<file path="config.mk">
export PLATFORM = sky130hd
export DESIGN_NAME = ss_signed_stream_decoder_flat
export DESIGN_NICKNAME = d
export VERILOG_FILES = /design/src/rtl/ss_pkg.sv /design/src/rtl/ss_signed_stream_decoder_if.sv /design/src/rtl/ss_updown_acc.sv /design/src/rtl/ss_signed_stream_decoder.sv /design/src/flat_wrapper.sv
export SDC_FILE = /design/constraint.sdc
export NUM_CORES = 1
export LEC_CHECK = 0
export CAP_MARGIN = 20
export CELL_PAD_IN_SITES_DETAIL_PLACEMENT = 0
export CELL_PAD_IN_SITES_GLOBAL_PLACEMENT = 1
export CORE_MARGIN = 2
export CORE_UTILIZATION = 30
export DETAILED_ROUTE_END_ITERATION = 10
export PLACE_DENSITY = 0.65
export REMOVE_ABC_BUFFERS = 1
export SYNTH_ARGS = -nofsm -noshare
export SYNTH_HDL_FRONTEND = slang
export SYNTH_SLANG_ARGS = --single-unit
</file>
<file path="constraint.sdc">
create_clock -name clk_i -period 5.4 [get_ports clk_i]
set_clock_uncertainty 0.15 [all_clocks]
set_input_delay 1.08 -clock clk_i [delete_from_list [all_inputs] [get_ports clk_i]]
set_output_delay 1.08 -clock clk_i [all_outputs]
set_load 0.01 [all_outputs]
</file>
<file path="src/rtl/ss_pkg.sv">
// Shared definitions for the signed stochastic stream blocks.
// The sign encoding matches the signed add/sub producers.
package ss_pkg;

  typedef enum logic [0:0] {
    ST_IDLE  = 1'b0,
    ST_ACCUM = 1'b1
  } state_e;

  localparam logic SIGN_NEG = 1'b1;

endpackage

</file>
<file path="src/rtl/ss_signed_stream_decoder_if.sv">
// Result port of the stream decoder: VALID/READY handshake plus the decoded value in both forms.
interface ss_signed_stream_decoder_if #(
  parameter int W_LOG = 4
);

  logic                   valid;
  logic                   ready;
  logic signed [W_LOG+1:0] dout;
  logic [W_LOG:0]          doutMag;
  logic                    doutSign;

  modport master (output valid, dout, doutMag, doutSign, input ready);
  modport slave  (input valid, dout, doutMag, doutSign, output ready);

endinterface

</file>
<file path="src/rtl/ss_updown_acc.sv">
// Signed +1/-1 accumulator with synchronous clear and enable.
// sum_o is the value the accumulator would take if the current step were applied.
module ss_updown_acc #(
  parameter int WIDTH = 6
) (
  input  logic                    clk_i,
  input  logic                    rst_ni,
  input  logic                    clr_i,
  input  logic                    en_i,
  input  logic                    up_i,
  input  logic                    dn_i,
  output logic signed [WIDTH-1:0] sum_o
);

  localparam logic signed [WIDTH-1:0] ONE = WIDTH'(1);

  logic signed [WIDTH-1:0] acc_q, acc_d;

  always_comb begin
    sum_o = acc_q;
    if (up_i && !dn_i) begin
      sum_o = acc_q + ONE;
    end else if (dn_i && !up_i) begin
      sum_o = acc_q - ONE;
    end
  end

  // Clear wins over a simultaneous step so a new window starts from zero.
  always_comb begin
    acc_d = acc_q;
    if (clr_i) begin
      acc_d = '0;
    end else if (en_i) begin
      acc_d = sum_o;
    end
  end

  always_ff @(posedge clk_i or negedge rst_ni) begin
    if (!rst_ni) begin
      acc_q <= '0;
    end else begin
      acc_q <= acc_d;
    end
  end

endmodule

</file>
<file path="src/rtl/ss_signed_stream_decoder.sv">
// Signed stochastic stream decoder: counts positive minus negative ones over 2^W_LOG
// enabled cycles and delivers the result as two's complement and sign-magnitude.
module ss_signed_stream_decoder
  import ss_pkg::*;
#(
  parameter int W_LOG      = 4,
  parameter bit CONTINUOUS = 1'b0
) (
  input  logic clk_i,
  input  logic rst_ni,
  input  logic en_i,
  input  logic start_i,
  input  logic in_i,
  input  logic sign_i,
  output logic busy_o,
  output logic overrun_o,
  ss_signed_stream_decoder_if.master resIf
);

  localparam int DW = W_LOG + 2;
  localparam logic [W_LOG-1:0] LAST = '1;

  state_e state_q, state_d;
  logic [W_LOG-1:0] winCnt_q, winCnt_d;
  logic signed [DW-1:0] dout_q, dout_d;
  logic [W_LOG:0] mag_q, mag_d;
  logic sign_q, sign_d;
  logic valid_q, valid_d;
  logic overrun_q, overrun_d;

  logic accClr, accEn, winEnd, isNeg;
  logic signed [DW-1:0] accSum;
  logic [W_LOG:0] magNext;

  assign isNeg = (sign_i == SIGN_NEG);

  ss_updown_acc #(
    .WIDTH(DW)
  ) uAcc (
    .clk_i (clk_i),
    .rst_ni(rst_ni),
    .clr_i (accClr),
    .en_i  (accEn),
    .up_i  (in_i & ~isNeg),
    .dn_i  (in_i & isNeg),
    .sum_o (accSum)
  );

  // Magnitude fits in W_LOG+1 bits because |count| never exceeds N.
  assign magNext = (W_LOG+1)'(accSum[DW-1] ? -accSum : accSum);

  always_comb begin
    state_d  = state_q;
    winCnt_d = winCnt_q;
    accClr   = 1'b0;
    accEn    = 1'b0;
    winEnd   = 1'b0;
    unique case (state_q)
      ST_IDLE: begin
        if (start_i) begin
          state_d  = ST_ACCUM;
          winCnt_d = '0;
          accClr   = 1'b1;
        end
      end
      ST_ACCUM: begin
        if (en_i) begin
          accEn    = 1'b1;
          winCnt_d = winCnt_q + 1'b1;
          if (winCnt_q == LAST) begin
            winEnd   = 1'b1;
            winCnt_d = '0;
            if (CONTINUOUS) begin
              accClr = 1'b1;
            end else begin
              state_d = ST_IDLE;
            end
          end
        end
      end
      default: state_d = ST_IDLE;
    endcase
  end

  // A load on the same edge as an accept keeps VALID high and is not an overrun.
  always_comb begin
    dout_d    = dout_q;
    mag_d     = mag_q;
    sign_d    = sign_q;
    valid_d   = valid_q;
    overrun_d = overrun_q;
    if (valid_q && resIf.ready) begin
      valid_d = 1'b0;
    end
    if (winEnd) begin
      dout_d  = accSum;
      mag_d   = magNext;
      sign_d  = accSum[DW-1] ? SIGN_NEG : ~SIGN_NEG;
      valid_d = 1'b1;
      if (valid_q && !resIf.ready) begin
        overrun_d = 1'b1;
      end
    end
  end

  always_ff @(posedge clk_i or negedge rst_ni) begin
    if (!rst_ni) begin
      state_q   <= ST_IDLE;
      winCnt_q  <= '0;
      dout_q    <= '0;
      mag_q     <= '0;
      sign_q    <= 1'b0;
      valid_q   <= 1'b0;
      overrun_q <= 1'b0;
    end else begin
      state_q   <= state_d;
      winCnt_q  <= winCnt_d;
      dout_q    <= dout_d;
      mag_q     <= mag_d;
      sign_q    <= sign_d;
      valid_q   <= valid_d;
      overrun_q <= overrun_d;
    end
  end

  assign busy_o         = (state_q == ST_ACCUM);
  assign overrun_o      = overrun_q;
  assign resIf.valid    = valid_q;
  assign resIf.dout     = dout_q;
  assign resIf.doutMag  = mag_q;
  assign resIf.doutSign = sign_q;

endmodule

</file>
<file path="src/flat_wrapper.sv">
// flat-port wrapper written by rule: the top's interface ports become plain ports
module ss_signed_stream_decoder_flat import ss_pkg::*;
#(
  parameter int W_LOG      = 4,
  parameter bit CONTINUOUS = 1'b0
)
  (clk_i, rst_ni, en_i, start_i, in_i, sign_i, busy_o, overrun_o, resIf_valid, resIf_dout, resIf_doutMag, resIf_doutSign, resIf_ready);
  ss_signed_stream_decoder_if #(.W_LOG(W_LOG)) resIf_i ();
  input  logic clk_i;
  input  logic rst_ni;
  input  logic en_i;
  input  logic start_i;
  input  logic in_i;
  input  logic sign_i;
  output logic busy_o;
  output logic overrun_o;
  output wire logic [$bits(resIf_i.valid)-1:0] resIf_valid;
  output wire logic [$bits(resIf_i.dout)-1:0] resIf_dout;
  output wire logic [$bits(resIf_i.doutMag)-1:0] resIf_doutMag;
  output wire logic [$bits(resIf_i.doutSign)-1:0] resIf_doutSign;
  input wire logic [$bits(resIf_i.ready)-1:0] resIf_ready;
  assign resIf_valid = resIf_i.valid;
  assign resIf_dout = resIf_i.dout;
  assign resIf_doutMag = resIf_i.doutMag;
  assign resIf_doutSign = resIf_i.doutSign;
  assign resIf_i.ready = resIf_ready;
  ss_signed_stream_decoder #(.W_LOG(W_LOG), .CONTINUOUS(CONTINUOUS)) u_core (.clk_i(clk_i), .rst_ni(rst_ni), .en_i(en_i), .start_i(start_i), .in_i(in_i), .sign_i(sign_i), .busy_o(busy_o), .overrun_o(overrun_o), .resIf(resIf_i));
endmodule
</file>
* Word level (Yosys, flattened, before mapping)
Cells that the tools add are included.
** Word-level totals
- RAM bits :: 0
- Output and inout bits :: 15
- Register bits :: 25
- Word-level logic and storage cells :: 52
- Memories :: 0
- Memory bits (read-only) :: 0
- Latch bits :: 0
- Bits of input ports :: 7
** Cells by class
- $mul :: 0
- Divide/modulo/power cells :: 0
- $lt $le $gt $ge :: 0
- Shift operators :: 0
- Multiplexer cells :: 22
- Bitwise gates (word level) :: 4
- Equality and inequality tests :: 3
- Add/subtract/negate cells :: 4
- Reduce and logical (&&, ||, !) cells :: 11
** Operator list (count)
- 2-to-1 mux 6 bit :: 4
- 2-to-1 mux 1 bit :: 12
- 2-to-1 mux 4 bit :: 3
- one-hot mux 4 bit (2 select lines) :: 1
- adder 6 x 2 -> 6 bit, second input constant :: 1
- subtractor 6 x 2 -> 6 bit, second input constant :: 1
- 2-to-1 mux 5 bit :: 1
- negator 5 bit :: 1
- adder 4 x 1 -> 4 bit, second input constant :: 1
- == test 4 bit, second input constant :: 1
- logical AND 1 bit :: 4
- != test 2 bit, second input constant :: 2
- AND reduction 2 bit :: 2
- nonzero test 2 bit :: 2
- logical NOT 1 bit :: 3
- AND 1 bit :: 2
- inverter 1 bit :: 2
- one-hot mux 1 bit (2 select lines) :: 1

* Depth between registers and ports, before layout
Gate-level depths: netlist of the first run.
- Depth in word-level cells :: 8
- Depth in mapped cells :: 9
- Mapped depth without buffers :: 9

* Cells and area by module
Synthesis of the first run repeated with hierarchy kept, for this count alone.
** Unflattened totals
- Cell total of the unflattened synthesis :: 132
- Area, all modules :: 1398.8 um2
** By module, submodules not included
- ss_signed_stream_decoder :: instances 1, area each 843.3 um2, seq. area each 425.4 um2, cells each 70
- ss_updown_acc :: instances 1, area each 555.5 um2, seq. area each 150.1 um2, cells each 62

* Worst setup path after synthesis of the first run
No wires, ideal clock.
- Path kind :: input to register
- From :: in sign_i
- To :: reg u_core.mag_q[3], in the netlist u_core.resIf.doutMag[3]
- Library setup time :: 125 ps
- Stages on the path :: 7
- Buffers on the path :: 1
- Data required time :: 5125 ps
- Arrival :: 2386 ps
- Setup slack :: 2739 ps
- Cell sequence :: buf_4 > mux2_1 > nand2_1 > xor2_2 > a311oi_2 > xnor2_1 > mux2_4
** Between the ends
- Word-level cells in the longest chain between the ends :: 8
- Elaborated cells on any way between the ends :: 11
- Those cells by class :: add/sub (1); mux (3); bitwise (3); reduce/logical (4)
** Ends and longest elaborated chain
- start, declared :: line flat_wrapper.sv:14 : input logic sign_i;
- inverter 1 bit :: line ss_signed_stream_decoder.sv:44 : .up_i (in_i & ~isNeg),
- AND 1 bit :: line ss_signed_stream_decoder.sv:44
- logical NOT 1 bit :: line ss_updown_acc.sv:23 : end else if (dn_i && !up_i) begin
- logical AND 1 bit :: line ss_updown_acc.sv:23
- 2-to-1 mux 6 bit :: line ss_updown_acc.sv:23
- 2-to-1 mux 6 bit (*) :: line ss_updown_acc.sv:21 : if (up_i && !dn_i) begin
- negator 5 bit :: line ss_signed_stream_decoder.sv:50 : assign magNext = (W_LOG+1)'(accSum[DW-1] ? -accSum : accSum);
- 2-to-1 mux 5 bit (*) :: line ss_signed_stream_decoder.sv:50
- end signal, assigned :: line ss_signed_stream_decoder.sv:119 : mag_q <= mag_d;
- end, declared :: line ss_signed_stream_decoder.sv:26 : logic [W_LOG:0] mag_q, mag_d;
Every way passes the cells marked *; elsewhere a longest branch is shown, timed or not.
A chain may end at the register's enable or synchronous reset.

* Worst setup path in the final report of the first run
- From :: in in_i
- To :: reg u_core.mag_q[4], in the netlist u_core.resIf.doutMag[4]
** Between the ends
- Word-level cells in the longest chain between the ends :: 7
- Elaborated cells on any way between the ends :: 10
- Those cells by class :: add/sub (1); mux (3); bitwise (2); reduce/logical (4)
** Ends and longest elaborated chain
- start, declared :: line flat_wrapper.sv:13 : input logic in_i;
- AND 1 bit :: line ss_signed_stream_decoder.sv:44
- logical NOT 1 bit :: line ss_updown_acc.sv:23
- logical AND 1 bit :: line ss_updown_acc.sv:23
- 2-to-1 mux 6 bit :: line ss_updown_acc.sv:23
- 2-to-1 mux 6 bit (*) :: line ss_updown_acc.sv:21
- negator 5 bit :: line ss_signed_stream_decoder.sv:50
- 2-to-1 mux 5 bit (*) :: line ss_signed_stream_decoder.sv:50
Marked as above.

==> results.yml, run 1 <==
clocking:
  clk_latency_ps: 270
  clock_path_buffers: 2
  cts_tree: "yes"
  cts_resized: 0
  clk_pin_slew_worst_paths_ps: 90
  tritoncts_num_sinks: 23
  hold_buffers: 0
  cts_root_buf: "clkbuf_8"
  cts_buffers: 3
  postCtsSetupBuffers: 0
  htreeDepth: 1
critical_path:
  end_kind: "flip-flop"
  critPathArrivalTime_ps: 3140
  cp.required_ps: 5460
  path_class: "in -> reg"
  worstPathCellList: "clkdlybuf4s50_1, o21ai_0, ha_1, nand3_1, a211o_1, nand3_1"
  startpoint_type: "input pin"
  cp_slowest_cell: "o21ai_0"
  path_max_fanout: 11
  cp_slowest_stage_delay_ps: 670
  path_common_cell: "nand3_1"
sta:
  layout_setup_ws_ps: 2320
  fin_setup_tns_ps: 0
  period_share: 0.571
  worst_pin_slew_ps: 707
  max_freq_mhz: 325
  period_needed_ps: 3080
  rsz0062_at_grt: "no"
  worst_hold_slack_ps: 341
  slew_viol_final: 0
  hold_violations: 0
  setup_viol: 0
  max_slew_margin: 0.523
placed_design:
  numPortBuffers: 21
  hpwlAfterDp_um: 1950
  gp_congestion: 0.811
  post-place-ws_ps: 1950
global_route:
  grt_pass1_wl_um: 4600
  antenna_found_initial: 0
  grt_max_degree: 24
  grt.total_usage: 0.133
  grt_pass1_vias: 992
  globalRoute.totalOverflow: 0
floorplan:
  initial_utilization: 0.312
  die-area_mm2: 0.00469
  rows: 23
  fp.dieH_um: 68.5
  io-pin-count: 22
  core-area_mm2: 0.00400
  die-width_um: 68.5
pwr:
  vdd_drop_max_mv: 0.120
  power.density_mw_per_mm2: 424
  total_power_uw: 653
  seqPwrFrac: 0.431
  power.leakage_uw: 0.000669
  switching_share: 0.367
  pwr-share-comb: 0.401
  clockPowerShare: 0.169
  internal-power_uw: 413
  switchingPower_uw: 240
synth:
  seq_area_frac_synth: 0.462
  syn_area_mm2: 0.00125
  ys_warn_count: 0
  synth_area_leaders: "dfrtp_1, o21ai_0, nand2_1"
  syn_inst: 129
  synth_top_area_share: 0.462
  syn_avg_cell_area_um2: 9.66
  yosysTopAreaCell: "dfrtp_1"
  ys_ff_latch: 23
  synth.distinct_cells: 37
route:
  postRouteAntennaNets: 0
  drt_wl_total_um: 2670
  remaining_drc_errors: 0
  avgViaCountPerCell: 4.98
  vias: 987
  avgRoutedWirePerCell_um: 13.5
  firstDrtPassIters: 3
  drtIter0Drc: 37
cells_and_area:
  num_antenna_cells: 0
  drive_gt1_frac: 0.115
  seqCellArea_um2: 576
  syn_to_final_growth_pct: 23.6
  fillers: 417
  nets: 160
  multiInputGateArea_um2: 617
run_status:
  outcome: "finished, final reports clean"
job:
  cap_violations: 0
min_path:
  hp-class: "reg -> reg"
-- sequential cells by signal (all words and copies together), names as in the netlist --
register and count:
u_core.uAcc.acc_q 6, u_core.resIf.doutMag 5, u_core.overrun_o 1, u_core.resIf.dout 5, u_core.winCnt_q 4, u_core.busy_o 1, u_core.resIf.valid 1
-- per-layer routing --
layer / wire (µm) / track usage / share of wire / vias to the layer above
li1: - / - / - / 491
met1: 1230 / 0.164 / 0.46 / 475
met2: 1300 / 0.225 / 0.49 / 16
met3: 87 / 0.0247 / 0.033 / 5
met5: 0 / 0 / 0 / -
met4: 51 / 0.0600 / 0.019 / 0
-- cell type report --
type	count	area share
Clock buffer	4	0.0292
Multi-Input combinational cell	95	0.400
Timing Repair Buffer	22	0.146
Inverter	4	0.00975
Sequential cell	23	0.374
Tap cell	50	0.0406
-- cell families (layout without fill, tap and decap cells) --
kind of cell,count (synthesis),count (layout),synth area share
multiplexers,2,2,0.0211
buffers and inverters,11,30,0.0432
adder cells (fa/ha/maj),4,4,0.0402
flip-flops,23,23,0.462
XOR/XNOR,7,7,0.0552
AO/OA/AOI/OAI,37,37,0.180
AND/OR/NAND/NOR,45,45,0.199
-- worst paths after layout --
kind                                               from                      end  slack [ps]  cells past startpoint
worst max-delay path                               in_i  u_core.resIf.doutMag[4]        2320                      6
worst min-delay path            u_core.resIf.doutMag[1]  u_core.resIf.doutMag[1]         340                      2
worst max register to register     u_core.uAcc.acc_q[0]  u_core.resIf.doutMag[2]        2860                      9
worst min register to register  u_core.resIf.doutMag[1]  u_core.resIf.doutMag[1]         340                      2
max in group asynchronous                        rst_ni       u_core.winCnt_q[2]        3660                      2
min in group asynchronous                        rst_ni     u_core.resIf.dout[2]         970                      1
-- metrics by stage --
| step | cells | cell area [µm²] | utilization |
|---|---|---|---|
| floorplan | 122 | 1210 | - |
| global placement | 193 | 1480 | 0.370 |
| detailed placement | 193 | 1480 | 0.370 |
| CTS | 197 | 1530 | 0.381 |
| global route | 198 | 1540 | 0.385 |
| finish | 198 | 1540 | 0.385 |
-- cell usage in the layout, fill, tap and decap left out, types with 2 or more instances in the layout --
master            n
clkdlybuf4s50_1  21
inv_2             2
nor2_1            6
clkbuf_8          3
a31o_2            2
xnor2_1           4
nand3_1           3
inv_1             2
o21ai_1           3
xor2_1            2
nand2_1          22
or3_1             2
a22o_1            2
nand4_1           2
a21oi_1           6
o21ai_0          18
dfrtp_1          23
ha_1              4
a21o_1            2
-- power groups by stage --
| stage | Combinational, µW | Sequential, µW | Clock [µW] |
|---|---|---|---|
| after floorplan | 151 | 287 | 0 |
| after global placement | 261 | 282 | 0 |
| after detailed placement | 264 | 284 | 0 |
| after CTS | 266 | 282 | 113 |
| after global routing | 301 | 290 | 120 |
| final | 262 | 281 | 110 |
-- Yosys cell counts --
cell and instances:
dfrtp_1 23, nand2_1 22, o21ai_0 18, a21oi_1 6, nor2_1 6, ha_1 4
xnor2_1 4, buf_4 3, clkbuf_1 3, nand3_1 3, o21ai_1 3, a21o_1 2
a22o_1 2, a31o_2 2, inv_1 2, inv_2 2, nand4_1 2, or3_1 2
xor2_1 2, a211o_1 1, a311oi_2 1, and2_1 1, and4_4 1, and4b_1 1
and4b_2 1, buf_2 1, mux2_1 1, mux2_4 1, nand4_2 1, nor3_1 1
nor3_2 1, nor4_4 1, nor4b_1 1, o21a_1 1, o31ai_1 1, or2_2 1
xor2_2 1
-- critical path, delay by kind of cell --
kind                       cells  cell delay [ps]
AOI/OAI and AO/OA              2              980
buffers and inverters          1              620
adders and majority gates      1              290
and+or+nand+nor                2              160
Note: power is estimated with default switching activity, not from simulation.
==> run 2: changes to the inputs <==
- PLACE_DENSITY: 0.65 -> 0.68
- clock period: 5.4 -> 2.5 ns (I/O delays scaled with it)
==> run 2 against run 1 <==
Die area did not move; first-iteration DRC count is 46% higher; clock-buffer cell count fell by 1.
==> results.yml, run 2 (synthesized netlist as in run 1, its figures left out) <==
run_status:
  outcome: "finished, final reports clean"
placed_design:
  gp_congestion: 0.865
  numPortBuffers: 21
  hpwlAfterDp_um: 2080
  dp_cells: 205
cells_and_area:
  layout_common_cells: "dfrtp_1, nand2_1, clkdlybuf4s50_1"
  drive_gt1_frac: 0.182
  largest_reg_flops: 6
  final_common_cell: "dfrtp_1"
  num_antenna_cells: 0
  regMostFlops: "u_core.uAcc.acc_q"
  nets: 171
  fin_cells: 209
  syn_to_final_growth_pct: 29.7
clocking:
  cts_buffers: 3
  postCtsSetupBuffers: 0
  clk_latency_ps: 270
  cts_resized: 0
  hold_buffers: 0
  clk_pin_slew_worst_paths_ps: 80
  cts_root_buf: "clkbuf_8"
  htreeDepth: 1
  clock_path_buffers: 2
  cts_tree: "yes"
  tritoncts_num_sinks: 23
route:
  postRouteAntennaNets: 0
  drtIter0Drc: 54
  firstDrtPassIters: 4
  remaining_drc_errors: 0
  drt_wl_total_um: 2710
  avgRoutedWirePerCell_um: 13.0
  vias: 1060
  avgViaCountPerCell: 5.07
critical_path:
  cp.required_ps: 2550
  worstPathCellList: "clkdlybuf4s50_1, mux2_1, nand2_1, xor2_2, buf_4, nand3_1, a211o_1, nand3_1"
  path_class: "in -> reg"
  path_common_cell: "nand3_1"
  startpoint_type: "input pin"
  cp_slowest_cell: "clkdlybuf4s50_1"
  end_kind: "flip-flop"
  critPathArrivalTime_ps: 2340
  path_delay_family: "buffers and inverters"
  cp_slowest_stage_delay_ps: 580
  critPathBufInv: 2
  path_max_fanout: 6
sta:
  setup_viol: 0
  max_slew_margin: 0.783
  max_freq_mhz: 437
  period_share: 0.914
  rsz0062_at_grt: "no"
  period_needed_ps: 2290
  worst_pin_slew_ps: 324
  worst_hold_slack_ps: 327
  fin_setup_tns_ps: 0
  slew_viol_final: 0
  hold_violations: 0
floorplan:
  initial_utilization: 0.312
  core-area_mm2: 0.00400
  rows: 23
  die-width_um: 68.5
  fp.dieH_um: 68.5
  die-area_mm2: 0.00469
  io-pin-count: 22
pwr:
  total_power_uw: 1480
  power.density_mw_per_mm2: 918
  vdd_drop_max_mv: 0.263
  power.leakage_uw: 0.000722
global_route:
  grt_pass1_wl_um: 4570
  globalRoute.totalOverflow: 0
  antenna_found_initial: 0
  grt_max_degree: 24
  grt_pass1_vias: 994
  grt.total_usage: 0.130
min_path:
  hp-class: "reg -> reg"
job:
  cap_violations: 0
==> run 2: worst reg2reg max path, cell delays in order, from the launching register on <==
cell     delay [ps]
dfrtp_1         470
inv_2            90
ha_1            290
xnor2_1         130
nand2_1          70
o21ai_0         110
ha_1            220
or3_1           390
xnor2_1         140
o21ai_1          70
==> run 2: through the flow <==
| stage | cell area, µm² | setup WS, ps | util |
|---|---|---|---|
| final | 1620 | 214 | 0.404 |
| after global routing | 1620 | 65.9 | 0.404 |
| after CTS | 1620 | 222 | 0.404 |
| after detailed placement | 1570 | -58.9 | 0.393 |
| after global placement | 1570 | -8.02 | 0.393 |
| after floorplan | 1210 | 269 | - |
==> run 2: path summary, 6_finish.rpt <==
check / end / slack, ps / from / cells past startpoint
worst max-delay path: u_core.resIf.doutMag[4] / 210 / sign_i / 8
min in group asynchronous: u_core.uAcc.acc_q[1] / 430 / rst_ni / 2
max in group asynchronous: u_core.winCnt_q[1] / 1540 / rst_ni / 2
worst min-delay path: u_core.overrun_o / 330 / u_core.overrun_o / 1
worst max register to register: u_core.resIf.doutMag[2] / 260 / u_core.uAcc.acc_q[1] / 9
worst min register to register: u_core.overrun_o / 330 / u_core.overrun_o / 1
==> run 2: power by group <==
part           switching (µW)  internal, µW
Combinational             293           349
Clock                     126           111
Sequential                121           484
==> run 2: final cells by class <==
type	instances	area (µm²)
clock buffers	3	41.3
fillers	402	2380
repair buffers	33	300
inverters	4	15.0
flip-flops and latches	23	576
multi-input cells	95	617
clock inverters	1	5.00
well taps	50	62.6
==> run 2: routing by layer <==
| layer | track usage | wire length, µm | vias to the layer above |
|---|---|---|---|
| met3 | 0.0247 | 109 | 2 |
| met5 | 0 | 0 | - |
| met2 | 0.218 | 1350 | 23 |
| met4 | 0.0400 | 13 | 0 |
| met1 | 0.169 | 1240 | 517 |
| li1 | - | - | 518 |
==> run 3: changes to the inputs <==
- SKIP_CTS_REPAIR_TIMING: not set -> 1
- clock period: 2.5 -> 1.89 ns (I/O delays scaled with it)
==> run 3 against run 2 <==
Wire length up 4.6%; largest cell class unchanged; clock power up 30%; global-route usage up 0.18 points; critical path type is now reg -> reg; sequential power up 30%; the run now ends with negative setup slack left.
==> results.yml, run 3 (synthesized netlist as in run 1, its figures left out) <==
critical_path:
  critPathArrivalTime_ps: 2050
  r2r_cells: 8
  reg2reg_to: "u_core.resIf.doutMag[3]"
  critPathLaunch: "u_core.uAcc.acc_q[0]"
  crit_end: "u_core.resIf.doutMag[3]"
  reg2reg_setup_slack_ps: -160
  path_class: "reg -> reg"
  startpoint_type: "flip-flop"
  end_kind: "flip-flop"
  path_max_fanout: 3
  cp.required_ps: 1890
  r2r_start: "u_core.uAcc.acc_q[0]"
sta:
  layout_setup_ws_ps: -160
  max_slew_margin: 0.802
  rsz0062_at_grt: "yes"
  period_needed_ps: 2050
  hold_violations: 0
  worst_pin_slew_ps: 295
  period_share: 1.08
  slew_viol_final: 0
  fin_setup_tns_ps: -409
  max_freq_mhz: 488
  setup_viol: 3
cells_and_area:
  regMostFlops: "u_core.uAcc.acc_q"
  fillers: 376
  num_antenna_cells: 0
  drive_gt1_frac: 0.310
  syn_to_final_growth_pct: 43.5
  largest_reg_flops: 6
  final_common_cell: "buf_4"
  layout_common_cells: "buf_4, dfrtp_1, nand2_1"
  nets: 183
global_route:
  grt_pass1_vias: 1068
  globalRoute.totalOverflow: 0
  grt.total_usage: 0.132
  grt_pass1_wl_um: 4740
  grt_max_degree: 24
  antenna_found_initial: 0
placed_design:
  gp_congestion: 0.809
  hpwlAfterDp_um: 2170
  numPortBuffers: 21
floorplan:
  die-width_um: 68.5
  fp.dieH_um: 68.5
  io-pin-count: 22
  rows: 23
  die-area_mm2: 0.00469
  initial_utilization: 0.312
  core-area_mm2: 0.00400
min_path:
  hp-class: "in -> async"
clocking:
  tritoncts_num_sinks: 23
  clk_latency_ps: 260
  cts_tree: "yes"
  clk_pin_slew_worst_paths_ps: 90
  cts_buffers: 3
  cts_root_buf: "clkbuf_8"
  clock_path_buffers: 2
  htreeDepth: 1
route:
  remaining_drc_errors: 0
  drtIter0Drc: 44
  avgViaCountPerCell: 4.77
  vias: 1055
  drt_wl_total_um: 2840
  avgRoutedWirePerCell_um: 12.8
  postRouteAntennaNets: 0
  firstDrtPassIters: 4
pwr:
  total_power_uw: 2150
  vdd_drop_max_mv: 0.364
  power.density_mw_per_mm2: 1200
  power.leakage_uw: 0.000818
run_status:
  violations: "negative setup slack"
  outcome: "finished with violations"
job:
  cap_violations: 0
## run 3: changes by cell type in the layout (fill, tap and decap cells not counted), sizes merged
cell           before  now
buf                12   24
dlymetal6s2s        0    2
clkdlybuf4s50      21   19
## run 3: cell type report
cell class                      instances  area, µm²  area share
Multi-Input combinational cell         95        693       0.388
Sequential cell                        23        576       0.322
Timing Repair Buffer                   45        395       0.221
Tap cell                               50       62.6      0.0350
Clock buffer                            3       41.3      0.0231
Inverter                                4       15.0     0.00840
Clock inverter                          1       5.00     0.00280
## run 3: metrics by stage
stage,hold WS (ps),util,instance area [µm²],std cells,setup WS [ps]
after floorplan,-67.6,-,1210,122,-341
after global placement,302,0.415,1660,217,-514
after detailed placement,323,0.415,1660,217,-560
after CTS,321,0.427,1710,221,-299
after global routing,348,0.447,1790,221,-231
final,313,0.447,1790,221,-160
## run 3: metal layers
metal	share of wire	vias up	track usage
li1	-	535	-
met1	0.46	498	0.171
met4	0.0028	0	0.0325
met5	0	-	0
met3	0.045	2	0.0214
met2	0.49	20	0.227
## run 3: worst max-delay path: stages, from the launching register on
cell and delay, ps:
dfrtp_1 420, buf_4 150, ha_2 180, mux2_4 280, nand2_4 80, xor2_4 160
a311oi_2 120, xnor2_1 140, mux2_4 250
## run 3: power by group
group          switching, µW  internal [µW]
Clock                    161            147
Combinational            466            593
Sequential               147            641
Total                    774           1380
## run 3: worst min-delay path by stage
stage,slack (ps),start,to,cells after the start
after floorplan,-70,rst_ni,u_core.busy_o,0
after global placement,300,u_core.overrun_o,u_core.overrun_o,1
after detailed placement,320,u_core.resIf.dout[2],u_core.resIf.dout[2],2
after CTS,320,rst_ni,u_core.resIf.doutMag[2],2
after global routing,350,rst_ni,u_core.resIf.dout[2],2
final,310,rst_ni,u_core.resIf.dout[2],2
